<file path="src/rtl/ntt_cmd_sequencer.sv">
// Decodes a held command word and issues a strided read sequence plus a delayed write sequence.
// Latency: reads begin the cycle after accept; writes trail reads by PIPE_LAT; done follows the last write by one cycle.
// Backpressure: none; command_we is level-sampled and ignored while busy or in the post-done guard window.
module ntt_cmd_sequencer #(
    parameter int LOG_COMMAND = 64,
    parameter int PIPE_LAT    = 4,
    parameter int GUARD_CYC   = 3
) (
    input  logic                   clk,
    input  logic                   rst,
    input  logic [LOG_COMMAND-1:0] command_in,
    input  logic                   command_we,
    output logic                   busy,
    output logic [4:0]             op_code,
    output logic                   rd_en,
    output logic [9:0]             rd_addr,
    output logic                   wr_en,
    output logic [9:0]             wr_addr,
    output logic                   done_ins_computation,
    output logic                   err
);

    typedef enum logic [2:0] {
        S_IDLE,
        S_RUN,
        S_DRAIN,
        S_DONE,
        S_GUARD
    } state_t;

    state_t                 r_state;
    logic [LOG_COMMAND-1:0] r_cmd;
    logic                   r_armed;
    logic [9:0]             r_src;
    logic [9:0]             r_dst;
    logic [10:0]            r_len;
    logic [3:0]             r_sl;
    logic [9:0]             r_idx;
    logic [4:0]             r_op;
    logic                   r_busy;
    logic                   r_rd_en;
    logic [9:0]             r_rd_addr;
    logic [PIPE_LAT-1:0]    r_pv;
    logic [9:0]             r_pa [PIPE_LAT];
    logic                   r_done;
    logic                   r_err;
    logic [2:0]             r_gcnt;

    logic [4:0]  w_op;
    logic [9:0]  w_src;
    logic [9:0]  w_dst;
    logic [10:0] w_len;
    logic [3:0]  w_sl;
    logic        w_legal;
    logic        w_accept;
    logic        w_last;
    logic [9:0]  w_idx_nxt;
    logic        w_pend;
    logic        w_active;

    assign w_op      = command_in[4:0];
    assign w_src     = command_in[14:5];
    assign w_dst     = command_in[24:15];
    assign w_len     = command_in[35:25];
    assign w_sl      = command_in[39:36];
    assign w_legal   = (w_op != 5'd0) && (w_op != 5'd31);
    // A word that was already executed only re-fires once command_we has dropped,
    // so a controller still holding the stale word after the guard cannot re-trigger.
    assign w_accept  = (r_state == S_IDLE) && command_we && w_legal
                       && (r_armed || (command_in != r_cmd));
    assign w_last    = ({1'b0, r_idx} == (r_len - 11'd1));
    assign w_idx_nxt = r_idx + 10'd1;
    assign w_active  = (r_state == S_RUN) || (r_state == S_DRAIN);

    always_comb begin
        w_pend = 1'b0;
        for (int k = 0; k < PIPE_LAT - 1; k++) begin
            w_pend = w_pend | r_pv[k];
        end
    end

    always_ff @(posedge clk) begin
        if (rst) begin
            r_state   <= S_IDLE;
            r_cmd     <= '0;
            r_armed   <= 1'b1;
            r_src     <= '0;
            r_dst     <= '0;
            r_len     <= '0;
            r_sl      <= '0;
            r_idx     <= '0;
            r_op      <= '0;
            r_busy    <= 1'b0;
            r_rd_en   <= 1'b0;
            r_rd_addr <= '0;
            r_pv      <= '0;
            r_done    <= 1'b0;
            r_err     <= 1'b0;
            r_gcnt    <= '0;
            for (int k = 0; k < PIPE_LAT; k++) begin
                r_pa[k] <= '0;
            end
        end else begin
            if (!command_we) begin
                r_armed <= 1'b1;
            end

            // Write pipe carries the finished write address alongside its valid bit.
            r_pv[0] <= r_rd_en;
            r_pa[0] <= r_dst + (r_idx << r_sl);
            for (int k = 1; k < PIPE_LAT; k++) begin
                r_pv[k] <= r_pv[k-1];
                r_pa[k] <= r_pa[k-1];
            end

            if (w_active && command_we && (command_in != r_cmd)) begin
                r_err <= 1'b1;
            end

            case (r_state)
                S_IDLE: begin
                    if (w_accept) begin
                        r_cmd   <= command_in;
                        r_armed <= 1'b0;
                        r_src   <= w_src;
                        r_dst   <= w_dst;
                        r_len   <= w_len;
                        r_sl    <= w_sl;
                        r_op    <= w_op;
                        r_idx   <= '0;
                        r_busy  <= 1'b1;
                        if (w_len == 11'd0) begin
                            r_state <= S_DONE;
                            r_done  <= 1'b1;
                        end else begin
                            r_state   <= S_RUN;
                            r_rd_en   <= 1'b1;
                            r_rd_addr <= w_src;
                        end
                    end
                end
                S_RUN: begin
                    if (w_last) begin
                        r_rd_en <= 1'b0;
                        r_state <= S_DRAIN;
                    end else begin
                        r_idx     <= w_idx_nxt;
                        r_rd_addr <= r_src + (w_idx_nxt << r_sl);
                    end
                end
                S_DRAIN: begin
                    // Valid bits are contiguous, so the output stage alone being full is the last write.
                    if (r_pv[PIPE_LAT-1] && !w_pend) begin
                        r_state <= S_DONE;
                        r_done  <= 1'b1;
                    end
                end
                S_DONE: begin
                    r_done  <= 1'b0;
                    r_busy  <= 1'b0;
                    r_gcnt  <= 3'(GUARD_CYC - 1);
                    r_state <= S_GUARD;
                end
                S_GUARD: begin
                    if (r_gcnt == 3'd0) begin
                        r_state <= S_IDLE;
                    end else begin
                        r_gcnt <= r_gcnt - 3'd1;
                    end
                end
                default: r_state <= S_IDLE;
            endcase
        end
    end

    assign busy                 = r_busy;
    assign op_code              = r_op;
    assign rd_en                = r_rd_en;
    assign rd_addr              = r_rd_addr;
    assign wr_en                = r_pv[PIPE_LAT-1];
    assign wr_addr              = r_pa[PIPE_LAT-1];
    assign done_ins_computation = r_done;
    assign err                  = r_err;

endmodule
</file>
<file path="config.mk">
export PLATFORM = sky130hd
export DESIGN_NAME = ntt_cmd_sequencer
export DESIGN_NICKNAME = d
export VERILOG_FILES = /design/src/rtl/ntt_cmd_sequencer.sv
export SDC_FILE = /design/constraint.sdc
export NUM_CORES = 1
export LEC_CHECK = 0
export BUFFER_PORTS_ARGS = -buffer_cell sky130_fd_sc_hd__buf_2
export CAP_MARGIN = 20
export CELL_PAD_IN_SITES_DETAIL_PLACEMENT = 1
export CELL_PAD_IN_SITES_GLOBAL_PLACEMENT = 1
export CORE_MARGIN = 10
export CORE_UTILIZATION = 48
export DETAILED_ROUTE_END_ITERATION = 12
export PLACE_DENSITY_LB_ADDON = 0.12
export SLEW_MARGIN = 20
export SYNTH_ARGS = -nofsm -noshare
export SYNTH_HDL_FRONTEND = slang
export SYNTH_SLANG_ARGS = --single-unit
</file>
<file path="constraint.sdc">
create_clock -name clk -period 10.61 [get_ports clk]
set_input_delay 2.122 -clock clk [delete_from_list [all_inputs] [get_ports clk]]
set_output_delay 2.122 -clock clk [all_outputs]
set_load 0.05 [all_outputs]
</file>
After elaboration in Yosys (flattened, before gate mapping)
Memory sizes are Yosys's and may differ from the RTL's.
Index checks and enable logic that the tools add are counted.
Widths: inputs -> output; s select.
{"block": "totals", "reg_bits": 139, "ram_bits": 40, "output_inout_bits": 30, "elab_cells": 106, "memories": 1}
{"name": "r_pa", "words": 4, "word_bits": 10, "rd": 4, "rd_clocked_by_memory_dff": 0, "wr": 4, "line_no": "44", "rtl": "logic [9:0] r_pa [PIPE_LAT];"}
{"block": "op_classes", "addsub": 5, "n_eq_ne": 15, "n_shift": 2, "mux": 35, "bitwise": 6, "n_reduce_logical": 26}
{"cell": "$mux 10", "count": 9}
{"cell": "$ne 64x64->1", "count": 1}
{"cell": "$pmux 10 s2", "count": 2}
{"cell": "$add 10x10->10", "count": 2}
{"cell": "$shl 10x4->10", "count": 2}
{"cell": "$reduce_and 4->1", "count": 4}
{"cell": "$mux 3", "count": 5}
{"cell": "$pmux 3 s5", "count": 1}
{"cell": "$mux 1", "count": 13}
{"cell": "$ne 2x2->1 const B", "count": 6}
{"cell": "$eq 10x11->1", "count": 1}
{"cell": "$logic_not 11->1", "count": 1}
{"cell": "$sub 11x1->11 const B", "count": 1}
{"cell": "$add 10x1->10 const B", "count": 1}
{"cell": "$logic_and 1x1->1", "count": 7}
{"cell": "$eq 3x2->1 const B", "count": 2}
{"cell": "$logic_not 3->1", "count": 2}
{"cell": "$or 1x1->1", "count": 6}
{"cell": "$pmux 3 s2", "count": 1}
{"cell": "$reduce_and 2->1", "count": 3}
{"cell": "$reduce_bool 2->1", "count": 3}
{"cell": "$ne 5x5->1 const B", "count": 1}
{"cell": "$reduce_bool 5->1", "count": 1}
{"cell": "$ne 2x1->1 const B", "count": 2}
{"cell": "other kinds (10)", "count": 12}

Logic depth before layout (Yosys ltp)
Gate-level depths: netlist (run 1).
{"block": "depth", "word_depth": 6, "depth_mapped": 19, "depth_no_buf": 18}

Worst setup path before layout (run 1)
Ideal clock, no wire load.
{"block": "synth_timing", "path_kind": "register to register", "startpoint": "register r_cmd[36]", "endpoint": "register r_rd_addr[9] (netlist: rd_addr[9])", "t_arrival_ns": 3.811, "t_required_ns": 10.472, "setup_slack_ns": 6.660, "stages_incl_launch_ff": 16, "path_buffers": 3, "cell_sequence": "dfxtp_1 > buf_1 > clkbuf_1 > buf_1 > o21ai_0 > mux2_2 > mux2i_1 > nor2_1 > ha_1 > nand3_1 > o211ai_1 > o41ai_1 > o21a_1 > or4b_2 > o311ai_0 > o32ai_2"}
{"block": "synth_between", "elab_chain_len": 5}
{"element": "start, declared", "line_no": "32", "rtl": "logic [LOG_COMMAND-1:0] r_cmd;"}
{"element": "start signal, assigned", "line_no": "123", "rtl": "r_cmd <= command_in;"}
{"element": "$ne 64x64->1", "line_no": "70", "rtl": "&& (r_armed || (command_in != r_cmd));"}
{"element": "$logic_or 1x1->1", "line_no": "70"}
{"element": "$logic_and 1x1->1", "line_no": "70"}
{"element": "$ne 2x2->1 (no line)"}
{"element": "$reduce_and 4->1 (no line)"}
{"element": "end signal, assigned", "line_no": "138", "rtl": "r_rd_addr <= w_src;"}
{"element": "end signal, assigned", "line_no": "148", "rtl": "r_rd_addr <= r_src + (w_idx_nxt << r_sl);"}
{"element": "end, declared", "line_no": "42", "rtl": "logic [9:0] r_rd_addr;"}
No other way between the ends.
A chain may end at the register's enable or synchronous reset.

Final worst setup path (run 1)
{"block": "layout_timing", "startpoint": "register r_idx[0]", "endpoint": "register r_rd_addr[9] (netlist: rd_addr[9])"}
{"block": "layout_between", "elab_chain_len": 5, "elab_cells_between_ends": 8, "cone_classes": "2 x add/sub; 2 x eq/ne; 1 x shift; 2 x mux; 1 x reduce/logical"}
{"element": "start, declared", "line_no": "38", "rtl": "logic [9:0] r_idx;"}
{"element": "start signal, assigned", "line_no": "147", "rtl": "r_idx <= w_idx_nxt;"}
{"element": "$add 10x1->10", "line_no": "72", "rtl": "assign w_idx_nxt = r_idx + 10'd1;"}
{"element": "$shl 10x4->10", "line_no": "148"}
{"element": "$add 10x10->10", "line_no": "148"}
{"element": "$mux 10", "line_no": "143", "rtl": "if (w_last) begin"}
{"element": "$pmux 10 s2", "line_no": "120", "rtl": "case (r_state)"}
Parallel ways exist; a longest one is shown, timed or not. The select of a mux whose other input is x is not followed.

==> summary.md, run 1 <==
| Metric | Value |
|---|---|
| Max-Cap Viols | `0` |
| Post-synth top cells | `dfxtp_1 (139), nor2_1 (129), xnor2_1 (84)` |
| Area taken by multi-input logic gates | `4490 µm²` |
| Status | `completed` |
| Die area | `21300 µm²` |
| DR iter-0 viols | `372` |
| Drt first pass iters | `5` |
| Worst-Skew Late Latency | `440 ps` |
| Sink Count | `139` |
| Slew margin rel. | `0.358` |
| Row cnt | `45` |
| Synth async-reset ratio | `0` |
| Synthesis Warnings | `0` |
| Antenna diodes | `0` |
| Core area | `15400 µm²` |
| Worst path required time | `10900 ps` |
| Layout cells sized above 1 | `0.172` |
| Cells after Synth | `863` |
| Max Fclk | `210 MHz` |
| Synth area leader | `dfxtp_1` |
| Crit-path cells | `ha_1 -> and3_1 -> xnor2_1 -> o21ai_0 -> mux2_2 -> mux2i_1 -> nor2_1 -> ha_1 -> nand3_1 -> o211ai_1 -> o41ai_1 -> o21a_1 -> or4b_2 -> o311ai_0 -> o32ai_2` |
| Actual slew at the worst max-slew pin | `964 ps` |
| IO Pins | `97` |
| Routed wire length | `22.7 mm` |
| H-Tree Level Count | `4` |
| Final Hold Viols | `0` |
| VDD IR max | `0.139 mV` |
| Area share of the largest cell type after synthesis | `0.366` |
| PwrDens | `210 nW/µm²` |
| Seq/Total Area, Yosys | `0.366` |
| Clock Power Share | `0.332` |
| DR vias | `6442` |
| Critical Path Max Stage Delay | `680 ps` |
| CP max-delay cell | `dfxtp_1` |
| Sequential share of power | `0.355` |
| Buf+Inv Stages, Crit Path | `0` |
| Port bufs | `96` |
| Die width | `146 µm` |
| First-pass GRT wire length | `36.0 mm` |
| Synth Cell Area | `7600 µm²` |
| Distinct cells, synth | `64` |
| FF/Latch Area | `2780 µm²` |
| All-Layer GR Usage | `0.208` |
| Root buffer cell | `clkbuf_16` |
| Synth Flop Type | `dfxtp_1` |
| Critical Path End Type | `register` |
| RSZ-0062 raised after global routing | `no` |
| Height of the die | `146 µm` |
| Worst clock skew | `9.66 ps` |
| CP Launch Type | `register` |
| Vias in the first global route | `6844` |
| Postcts setup bufs | `0` |
| Crit path DAT | `5060 ps` |
| Post-synth EDFFs | `0` |
| Placer Congestion | `0.887` |
| Switching share of power | `0.379` |
| Leak | `3.72 nW` |
| Area Growth Syn to Fin | `15.2%` |
| Pin count of the biggest net entering global routing | `73` |
| Sw power | `0.697 mW` |
| Vias per cell | `5.63` |
| Tot Pwr | `1.84 mW` |
| Max-slew violation count | `0` |
| P_int | `1.14 mW` |
| Comb power frac | `0.313` |
| Ranking of synthesized cells by area | `dfxtp_1 (37%), xnor2_1 (9.7%), mux2i_1 (9.6%)` |
| Starting Density | `0.494` |
| Top-count cell post-synth | `dfxtp_1` |
| Final setup fails | `0` |
| Worst Reg2Reg Path Length in Cells | `15` |
| Class of the worst hold path | `reg2reg` |
| Hold path depth | `1` |
| Nets | `1012` |
| Crit Path Class | `reg2reg` |
| DRC | `0` |
| Initial antenna violation count | `0` |
| CP Depth | `15` |
| Dpl hpwl | `16.5 mm` |
| Clk buf depth | `2` |
| TritonCTS buffer count | `17` |
| Syn Nets | `954` |
| Crit path top cell by count | `ha_1` |
| DR WL/cell | `19.9 µm` |
| CTS tree | `done` |
| Cts repair resizes | `0` |
| Post-route minimum period | `4770 ps` |
| Final setup TNS | `0 ps` |
| Final period utilization | `0.449` |
| Critical path fanouts, max | `14` |
| #FFs+latches synth | `139` |
| CTS Hold Buffers Added | `0` |
| Mapped Avg Cell Area | `8.80 µm²` |
| Final antenna-violating net count | `0` |
| Final instance area | `8750 µm²` |
| GRT overflow | `0` |
| Placed cell area | `8120 µm²` |
| Delay-heaviest family, CP | `compound AO/OA/AOI/OAI gates` |
| Layout fillers | `1791` |
| Clock transition at the registers of the reported paths | `70 ps` |
-- layout make-up --
type / instances / area share
Tap cell: 211 / 0.0302
Sequential cell: 139 / 0.318
Multi-Input combinational cell: 642 / 0.513
Timing Repair Buffer: 102 / 0.0618
Clock buffer: 17 / 0.0486
Inverter: 19 / 0.00815
Clock inverter: 15 / 0.0202
-- power groups by stage --
stage	Combinational [mW]	Sequential, mW	Clock (mW)
2_1_floorplan	0.392	0.693	0
3_3_place_gp	0.544	0.659	0
3_5_place_dp	0.564	0.665	0
4_1_cts	0.574	0.654	0.617
5_1_grt	0.624	0.664	0.642
6_report	0.577	0.654	0.611
-- cells by family (layout without fill, tap and decap cells) --
logic type                 Yosys count  count (layout)  synth area share
muxes                               78              78             0.107
buffers and inverters               82             153            0.0456
and+or+nand+nor                    292             292             0.187
adders and majority gates           24              24            0.0415
DFF                                139             139             0.366
xor gates and xnor gates           101             101             0.116
AOI/OAI and AO/OA                  147             147             0.137
-- registers in the layout, indices dropped and copies added, names as in the netlist --
register	flops
rd_en	1
r_pa	40
r_state	3
r_gcnt	3
r_armed	1
err	1
r_cmd	64
r_pv	4
busy	1
rd_addr	10
r_idx	10
done_ins_computation	1
-- final timing paths --
kind	startpoint	slack, ps	to
min reg2reg	r_pa[1][2]	440	r_pa[2][2]
max reg2reg	r_idx[0]	5840	rd_addr[9]
min	r_pa[1][2]	440	r_pa[2][2]
max	r_idx[0]	5840	rd_addr[9]
-- cell usage in the layout (no fill, tap or decap), drive strengths merged, types with 4 or more instances in the layout --
cell type | Yosys | final
o21a | 6 | 6
and3 | 8 | 8
inv | 19 | 28
a21oi | 44 | 44
clkbuf | 42 | 17
nand2b | 6 | 6
mux2i | 73 | 73
dfxtp | 139 | 139
o211ai | 5 | 5
clkinv | 0 | 5
nor2b | 41 | 41
a311oi | 4 | 4
nand2 | 34 | 34
ha | 22 | 22
xnor2 | 84 | 84
nor2 | 130 | 130
a21o | 6 | 6
o22ai | 5 | 5
xor2 | 17 | 17
a211oi | 17 | 17
nor4 | 7 | 7
nand3 | 15 | 15
buf | 21 | 102
nand4 | 20 | 20
nor3 | 12 | 12
o21ai | 24 | 24
a31oi | 9 | 9
-- worst reg2reg max path, cell delays in order, from the launching register on --
cell and delay, ps:
dfxtp_1 680, ha_1 410, and3_1 340, xnor2_1 160
o21ai_0 130, mux2_2 310, mux2i_1 140, nor2_1 70
ha_1 360, nand3_1 120, o211ai_1 130, o41ai_1 590
o21a_1 280, or4b_2 600, o311ai_0 160, o32ai_2 130
-- metal layers --
| metal | vias to the layer above | wire length, µm | track usage |
|---|---|---|---|
| met1 | 3147 | 9960 | 0.243 |
| li1 | 3121 | - | - |
| met4 | 0 | 451 | 0.0748 |
| met5 | - | 0 | 0 |
| met2 | 145 | 11400 | 0.365 |
| met3 | 29 | 955 | 0.0463 |
-- stage by stage --
stage | std cells | utilization | worst slack [ps] | hold WS (ps)
after floorplan | 863 | - | 6660 | 414
after global placement | 1112 | 0.528 | 5570 | 415
after detailed placement | 1112 | 0.528 | 5500 | 425
after CTS | 1144 | 0.567 | 5900 | 444
after global routing | 1145 | 0.569 | 5630 | 461
final | 1145 | 0.569 | 5840 | 441
No activity file was read; power rests on OpenSTA's default activity.
==> run 2: changes to the inputs <==
--- a/config.mk
+++ b/config.mk
@@ -5,12 +5,13 @@
 export SDC_FILE = /design/constraint.sdc
 export NUM_CORES = 1
 export LEC_CHECK = 0
+export ABC_AREA = 1
 export BUFFER_PORTS_ARGS = -buffer_cell sky130_fd_sc_hd__buf_2
 export CAP_MARGIN = 20
 export CELL_PAD_IN_SITES_DETAIL_PLACEMENT = 1
 export CELL_PAD_IN_SITES_GLOBAL_PLACEMENT = 1
 export CORE_MARGIN = 10
-export CORE_UTILIZATION = 48
+export CORE_UTILIZATION = 41
 export DETAILED_ROUTE_END_ITERATION = 12
 export PLACE_DENSITY_LB_ADDON = 0.12
 export SLEW_MARGIN = 20
==> constraint.sdc (replaced) <==
create_clock -name clk -period 4.95 [get_ports clk]
set_input_delay 0.99 -clock clk [delete_from_list [all_inputs] [get_ports clk]]
set_output_delay 0.99 -clock clk [all_outputs]
set_load 0.05 [all_outputs]
==> run 2 against run 1 <==
Compared with the run above:
- cell area up 5.2%
- non-clock buffer count stayed put
- core utilization is 9.3 points lower
- die area increased by 20%
- setup slack got worse by 4200 ps
- combinational power grew to 4.7 times the previous value
- cell count rose by 40%
- sequential power grew to 2.6 times the previous value
- critical endpoint unchanged
==> summary.md, run 2 <==
| Metric | Value |
|---|---|
| CP Depth | `19 (+4)` |
| Dpl hpwl | `17.6 mm (+6.6%)` |
| Initial antenna violation count | `3 (+3)` |
| Cts repair resizes | `0 (unchanged)` |
| #FFs+latches synth | `139 (unchanged)` |
| Sequential share of power | `0.296 (-0.059)` |
| Hold path start | `r_pa[1][3]` |
| Sink Count | `139 (unchanged)` |
| DR vias | `7878 (+22%)` |
| DR WL/cell | `14.9 µm (-25%)` |
| Clock transition at the registers of the reported paths | `60 ps (about the same)` |
| Most frequent cells in the layout | `nand2_1 (289), nor2_1 (225), inv_1 (157)` |
| Critical path fanouts, max | `7 (-7)` |
| Synth async-reset ratio | `0 (unchanged)` |
| Vias in the first global route | `8067 (+18%)` |
| Seq/Total Area, Yosys | `0.348 (-0.0182)` |
| Worst R2R Setup Slack | `1610 ps (-4230 ps)` |
| Final setup TNS | `0 ps (unchanged)` |
| Slew margin rel. | `0.454 (+0.0967)` |
| Final instance area | `9210 µm² (+5.2%)` |
| Most common cell after layout, fill and taps aside | `nand2_1` |
| DR WL met3 | `1.09 mm (+14%)` |
| Row cnt | `51 (+13%)` |
| CP Launch Type | `register` |
| CP max-delay cell | `dfxtp_1` |
| Comb power frac | `0.476 (+0.163)` |
| Placer Congestion | `0.881 (-0.67%)` |
| Root buffer cell | `clkbuf_16` |
| Max-Cap Viols | `0 (unchanged)` |
| Largest regs | `r_cmd x64, r_pa x40` |
| PwrDens | `614 nW/µm² (+190%)` |
| Final setup fails | `0 (unchanged)` |
| H-Tree Level Count | `4 (unchanged)` |
| Synth Flop Type | `dfxtp_1` |
| Worst Reg2Reg Path Length in Cells | `19 (+4)` |
| Crit path top cell by count | `nand2_1` |
| Post-synth EDFFs | `0 (unchanged)` |
| Routed wire length | `23.8 mm (+4.5%)` |
| Syn Nets | `1335 (+40%)` |
| Mapped Avg Cell Area | `6.43 µm² (-27%)` |
| Hold path depth | `2 (+1)` |
| Distinct cells, synth | `42 (-34%)` |
| Clock Power Share | `0.227 (-0.105)` |
| Postcts setup bufs | `0 (unchanged)` |
| Synth area leader | `dfxtp_1` |
| All-Layer GR Usage | `0.188 (-0.0199)` |
| Layout cells sized above 1 | `0.135 (-0.0371)` |
| Starting Density | `0.414 (-0.0807)` |
| Port bufs | `96 (unchanged)` |
| Height of the die | `160 µm (+9.5%)` |
| Area Growth Syn to Fin | `15.1% (about the same)` |
| Critical Path Start | `r_idx[0]` |
| Max layer used | `met5` |
| Post-route setup slack | `1610 ps (-4230 ps)` |
| Status | `completed` |
| CTS Hold Buffers Added | `0 (unchanged)` |
| Worst-Skew Late Latency | `430 ps (about the same)` |
| Cells after Synth | `1244 (+44%)` |
| First-pass GRT wire length | `39.8 mm (+10%)` |
| IO Pins | `97 (unchanged)` |
| Crit Path Class | `reg2reg` |
| DR iter-0 viols | `313 (-16%)` |
| Max reg flops | `64 (unchanged)` |
| Hold Path Sink | `r_pa[2][3]` |
| Actual slew at the worst max-slew pin | `811 ps (-153 ps)` |
| Post-synth top cells | `nand2_1 (289), nor2_1 (225), inv_1 (157)` |
| Met2 wire len | `11.1 mm (-2.5%)` |
| Fin Hold WS | `399 ps (-42.7 ps)` |
| GRT overflow | `0 (unchanged)` |
| CTS tree | `done` |
| TritonCTS buffer count | `17 (unchanged)` |
| Synth Cell Area | `8000 µm² (+5.2%)` |
| P_int | `3.02 mW (+160%)` |
| Final Hold Viols | `0 (unchanged)` |
| Final antenna-violating net count | `0 (unchanged)` |
| Synthesis Warnings | `0 (unchanged)` |
| Pin count of the biggest net entering global routing | `85 (+16%)` |
| Placed cell area | `8610 µm² (+6.1%)` |
| Clk buf depth | `2 (unchanged)` |
| Vias per cell | `4.93 (-12%)` |
| Pre-CTS WS | `1440 ps (-4050 ps)` |
| Drt first pass iters | `5 (unchanged)` |
| Area share of the largest cell type after synthesis | `0.348 (-0.0182)` |
| Switching share of power | `0.465 (+0.0865)` |
| Critical Path Max Stage Delay | `470 ps (-210 ps)` |
| Die width | `160 µm (+9.5%)` |
| Delay-heaviest family, CP | `compound AO/OA/AOI/OAI gates` |
| VDD IR max | `0.274 mV (+97%)` |
| Crit path DAT | `3700 ps (-1360 ps)` |
| Sw power | `2.63 mW (+280%)` |
| DRC | `0 (unchanged)` |
| Met1 WL | `11.2 mm (+12%)` |
| Largest reg by FF count | `r_cmd` |
| Top-count cell post-synth | `nand2_1` |
| Worst clock skew | `8.72 ps (-0.943 ps)` |
| Max-slew violation count | `0 (unchanged)` |
| Post-route minimum period | `3340 ps (-1430 ps)` |
| Reg2Reg Launch Point | `r_idx[0]` |
| Buf+Inv Stages, Crit Path | `1 (+1)` |
| Core area | `19300 µm² (+26%)` |
| Die area | `25500 µm² (+20%)` |
| Nets | `1410 (+39%)` |
| Final Core Density | `0.476 (-0.0933)` |
| Ranking of synthesized cells by area | `dfxtp_1 (35%), nand2_1 (14%), nor2_1 (11%)` |
| Critical Path End Type | `register` |
| RR Endpoint | `rd_addr[9]` |
| RSZ-0062 raised after global routing | `no` |
| Max Fclk | `299 MHz (+43%)` |
| Worst path required time | `5310 ps (-5590 ps)` |
| Final period utilization | `0.675 (+0.226)` |
| Class of the worst hold path | `reg2reg` |
| Leak | `4.47 nW (+20%)` |
| Crit-path cells | `ha_1 -> nand2_1 -> nor2_1 -> nand2_1 -> nand2_1 -> o21ai_0 -> o21ai_0 -> o211ai_1 -> ha_1 -> a21oi_1 -> a21boi_0 -> nand4_1 -> nand2_1 -> inv_1 -> nand3_1 -> nand3_1 -> nand2_1 -> nand2_1 -> a21oi_2` |
run 2: cell count changes in the layout (fill, tap and decap cells not counted), moves of 14 or more:
cell | previous run | this run
mux2i_1 | 73 | 0
o21ai_0 | 22 | 114
a211oi_1 | 14 | 0
nor2_1 | 129 | 225
nand3_1 | 15 | 49
inv_1 | 19 | 157
a21oi_1 | 44 | 70
nor2b_1 | 41 | 0
xnor2_1 | 84 | 8
nand2_1 | 34 | 289
run 2: metrics by stage:
| step | std cells | power, mW |
|---|---|---|
| 2_1_floorplan | 1244 | 3.76 |
| 3_3_place_gp | 1565 | 4.32 |
| 3_5_place_dp | 1565 | 4.39 |
| 4_1_cts | 1596 | 5.71 |
| 5_1_grt | 1596 | 6.16 |
| 6_report | 1598 | 5.65 |
run 2: worst min-delay path, stage by stage (launching register included):
cell and delay (ps):
dfxtp_1 290, inv_1 40, nor2_1 30
run 2: layer usage:
metal  track usage  up-vias
met5             0        -
met4        0.0594        2
met3        0.0460       31
met2         0.315      122
met1         0.233     3673
li1              -     4050
run 2: kinds of logic after synthesis:
logic type	count (synthesis)	share of synthesized area
compound gates	222	0.149
xor+xnor	36	0.0394
fa+ha+maj	24	0.0394
buf+inv	216	0.110
flops	139	0.348
simple gates	607	0.314
run 2: worst max path at each step:
stage                 end
3_5_place_dp     r_cmd[4]
3_3_place_gp    r_cmd[31]
5_1_grt        rd_addr[9]
4_1_cts        rd_addr[9]
2_1_floorplan  r_pa[0][8]
6_report       rd_addr[9]
run 2: area by class of cell:
class | instances | area, µm²
Multi-Input combinational cell | 889 | 4340
Fill cell | 2599 | 10100
Tap cell | 265 | 332
Antenna cell | 2 | 5.00
Sequential cell | 139 | 2780
Inverter | 170 | 638
Clock buffer | 17 | 425
Clock inverter | 14 | 161
Timing Repair Buffer | 102 | 526
run 2: power groups by stage:
stage | clock network (mW) | logic (mW) | registers [mW]
after floorplan | 0 | 1.95 | 1.81
after CTS | 1.31 | 2.72 | 1.67
final | 1.29 | 2.69 | 1.67
after detailed placement | 0 | 2.69 | 1.70
after global routing | 1.37 | 3.07 | 1.72
after global placement | 0 | 2.64 | 1.68
==> run 3: changes to the inputs <==
--- a/config.mk
+++ b/config.mk
@@ -11,7 +11,7 @@
 export CELL_PAD_IN_SITES_DETAIL_PLACEMENT = 1
 export CELL_PAD_IN_SITES_GLOBAL_PLACEMENT = 1
 export CORE_MARGIN = 10
-export CORE_UTILIZATION = 41
+export CORE_UTILIZATION = 37
 export DETAILED_ROUTE_END_ITERATION = 12
 export PLACE_DENSITY_LB_ADDON = 0.12
 export SLEW_MARGIN = 20
==> constraint.sdc (replaced) <==
create_clock -name clk -period 2.9 [get_ports clk]
set_input_delay 0.58 -clock clk [delete_from_list [all_inputs] [get_ports clk]]
set_output_delay 0.58 -clock clk [all_outputs]
set_load 0.05 [all_outputs]
==> run 3 against run 2 <==
Compared with the run above:
- first-iteration DRC count up 1.6%
- core utilization fell by 1.6 points
- critical path depth grew 1
- non-clock buffer count is 40 higher
- routed wire length rose by 3.8%
- setup slack worse by 1500 ps
- fmax increased by 21%
- sequential share of layout area fell by 1.5 points
- register-to-register slack worse by 1500 ps
- global-route usage fell by 1.3 points
- highest routed layer unchanged
==> summary.md, run 3 (same netlist as run 2, synthesis figures left out) <==
| Metric | Value |
|---|---|
| CP max-delay cell | `dfxtp_4` |
| VDD IR max | `0.422 mV (+54%)` |
| GRT overflow | `0 (unchanged)` |
| CP Launch Type | `register` |
| Clk buf depth | `2 (unchanged)` |
| Die width | `167 µm (+4.6%)` |
| RSZ-0062 raised after global routing | `yes` |
| Max Fclk | `362 MHz (+21%)` |
| Row cnt | `53 (+3.9%)` |
| Clock transition at the registers of the reported paths | `70 ps (about the same)` |
| Critical Path Start | `r_idx[0]` |
| PwrDens | `1050 nW/µm² (+71%)` |
| Final antenna-violating net count | `0 (unchanged)` |
| Die area | `27900 µm² (+9.4%)` |
| Core area | `21200 µm² (+9.4%)` |
| DR vias | `7967 (+1.1%)` |
| Sink Count | `139 (unchanged)` |
| Layout cells sized above 1 | `0.191 (+0.0557)` |
| TritonCTS buffer count | `17 (unchanged)` |
| Post-route insts no fill | `1649 (+3.2%)` |
| Vias per cell | `4.83 (-2.0%)` |
| Switching share of power | `0.461 (-0.00454)` |
| Buf+Inv Stages, Crit Path | `2 (+1)` |
| Routed wire length | `24.7 mm (+3.8%)` |
| Delay-heaviest family, CP | `simple AND/OR/NAND/NOR gates` |
| P_int | `5.51 mW (+82%)` |
| Max reg flops | `64 (unchanged)` |
| IO Pins | `97 (unchanged)` |
| CTS Hold Buffers Added | `0 (unchanged)` |
| H-Tree Level Count | `4 (unchanged)` |
| Final period utilization | `0.952 (+0.277)` |
| Nets | `1450 (+2.8%)` |
| Hold path start | `r_pa[1][3]` |
| Critical path fanouts, max | `4 (-3)` |
| Reg2Reg Launch Point | `r_idx[0]` |
| DR iter-0 viols | `318 (+1.6%)` |
| Max-Cap Viols | `0 (unchanged)` |
| Drt first pass iters | `5 (unchanged)` |
| Status | `completed` |
| Crit path top cell by count | `nand2_1` |
| Worst path required time | `3190 ps (-2120 ps)` |
| Final instance area | `9730 µm² (+5.7%)` |
| Sw power | `4.71 mW (+79%)` |
| First-pass GRT wire length | `40.4 mm (+1.7%)` |
| Final Hold Viols | `0 (unchanged)` |
| Root buffer cell | `clkbuf_16` |
| Area Growth Syn to Fin | `21.7%` |
| Height of the die | `167 µm (+4.6%)` |
| Max-slew violation count | `0 (unchanged)` |
| Largest regs | `r_cmd x64, r_pa x40` |
| Largest reg by FF count | `r_cmd` |
| Critical Path Max Stage Delay | `370 ps (-100 ps)` |
| Worst-Skew Late Latency | `430 ps (about the same)` |
| Tot Pwr | `10.2 mW (+81%)` |
| Placed cell area | `8940 µm² (+3.8%)` |
| Comb power frac | `0.499 (+0.023)` |
| Worst clock skew | `9.82 ps (+1.11 ps)` |
| Placer Congestion | `0.892 (+1.2%)` |
| Vias in the first global route | `8165 (+1.2%)` |
| DRC | `0 (unchanged)` |
| Crit-path cells | `buf_4 -> nand3_4 -> nor2_4 -> nand2_1 -> nand2_2 -> a21oi_1 -> o211ai_1 -> o211ai_1 -> ha_1 -> a21oi_2 -> a21boi_2 -> nand3_1 -> nand2_1 -> nand2_2 -> inv_2 -> nand3_2 -> nand3_2 -> nand2_1 -> nand2_1 -> a21oi_2` |
| Slew margin rel. | `0.462 (+0.00821)` |
| Port bufs | `96 (unchanged)` |
| DR WL/cell | `15.0 µm (+0.63%)` |
| Leak | `4.71 nW (+5.5%)` |
| Dpl hpwl | `18.5 mm (+5.2%)` |
| Sequential share of power | `0.277 (-0.019)` |
| Starting Density | `0.378 (-0.0356)` |
| Class of the worst hold path | `reg2reg` |
| Clock Power Share | `0.223 (-0.004)` |
| Actual slew at the worst max-slew pin | `806 ps (-4.84 ps)` |
| CTS tree | `done` |
| Final setup fails | `0 (unchanged)` |
| Post-route minimum period | `2760 ps (-580 ps)` |
| Initial antenna violation count | `6 (+3)` |
| Critical Path End Type | `register` |
| Most common cell after layout, fill and taps aside | `nand2_1` |
| All-Layer GR Usage | `0.175 (-0.0131)` |
| Post-Place Cells | `1612 (+3.0%)` |
| Crit path DAT | `3050 ps (-650 ps)` |
| Most frequent cells in the layout | `nand2_1 (282), nor2_1 (218), inv_1 (152)` |
| Layout fillers | `2846 (+9.5%)` |
| Pin count of the biggest net entering global routing | `70 (-18%)` |
| Crit Path Class | `reg2reg` |
==> run 3: cell count changes in the layout (fill, tap and decap cells not counted), sizes merged <==
cell / delta
inv: +3
clkinvlp: -1
buf: +40
clkinv: -2
clkbuf: +1
==> run 3: power by group through the flow <==
stage	combinational, mW	sequential (mW)	clock (mW)
3_3_place_gp	4.88	2.84	0
2_1_floorplan	3.33	3.10	0
5_1_grt	5.79	2.91	2.43
6_report	5.11	2.83	2.28
3_5_place_dp	4.97	2.86	0
4_1_cts	5.01	2.83	2.33
==> run 3: final cells by class <==
type / count / area (µm²) / share of cell area
flip-flops and latches: 139 / 2790 / 0.287
multi-input cells: 889 / 4480 / 0.460
inverters: 170 / 638 / 0.0656
diodes: 2 / 5.00 / 0.000515
repair buffers: 142 / 863 / 0.0888
well taps: 275 / 344 / 0.0354
clock buffers: 18 / 429 / 0.0441
clock inverters: 14 / 176 / 0.0181
==> run 3: metal layers <==
metal | wire length, µm | vias to the layer above | global-route usage
met5 | 30 | - | 0
met4 | 348 | 6 | 0.0473
met3 | 1080 | 26 | 0.0466
met2 | 11500 | 105 | 0.292
met1 | 11700 | 3697 | 0.217
li1 | - | 4133 | -
==> run 3: worst min-delay path, delay by kind of cell, from the launching register on <==
| kind | cells | cell delay [ps] |
|---|---|---|
| buf+inv | 1 | 40 |
| flops | 1 | 300 |
| simple gates | 1 | 30 |
==> run 3: what timing repair did <==
action                                  in CTS  in global routing
resized for setup                            6                 57
pin swaps                                    0                 20
buffers inserted                             0                  3
endpoints found under the setup margin       4                  9
==> run 3: worst paths after layout <==
kind                            slack, ps  cells past startpoint    endpoint
worst min register to register        390                      2  r_pa[2][3]
worst max-delay path                  140                     20  rd_addr[9]
worst max register to register        140                     20  rd_addr[9]
worst min-delay path                  390                      2  r_pa[2][3]
==> run 3: through the flow <==
step           setup TNS, ps  hold WS (ps)  setup slack, ps   util
2_1_floorplan              0           388              157      -
3_3_place_gp               0           392             53.9  0.423
3_5_place_dp            -202           396            -91.5  0.423
4_1_cts                    0           398             27.9  0.451
5_1_grt                 -294           411             -100  0.460
6_report                   0           394              138  0.460
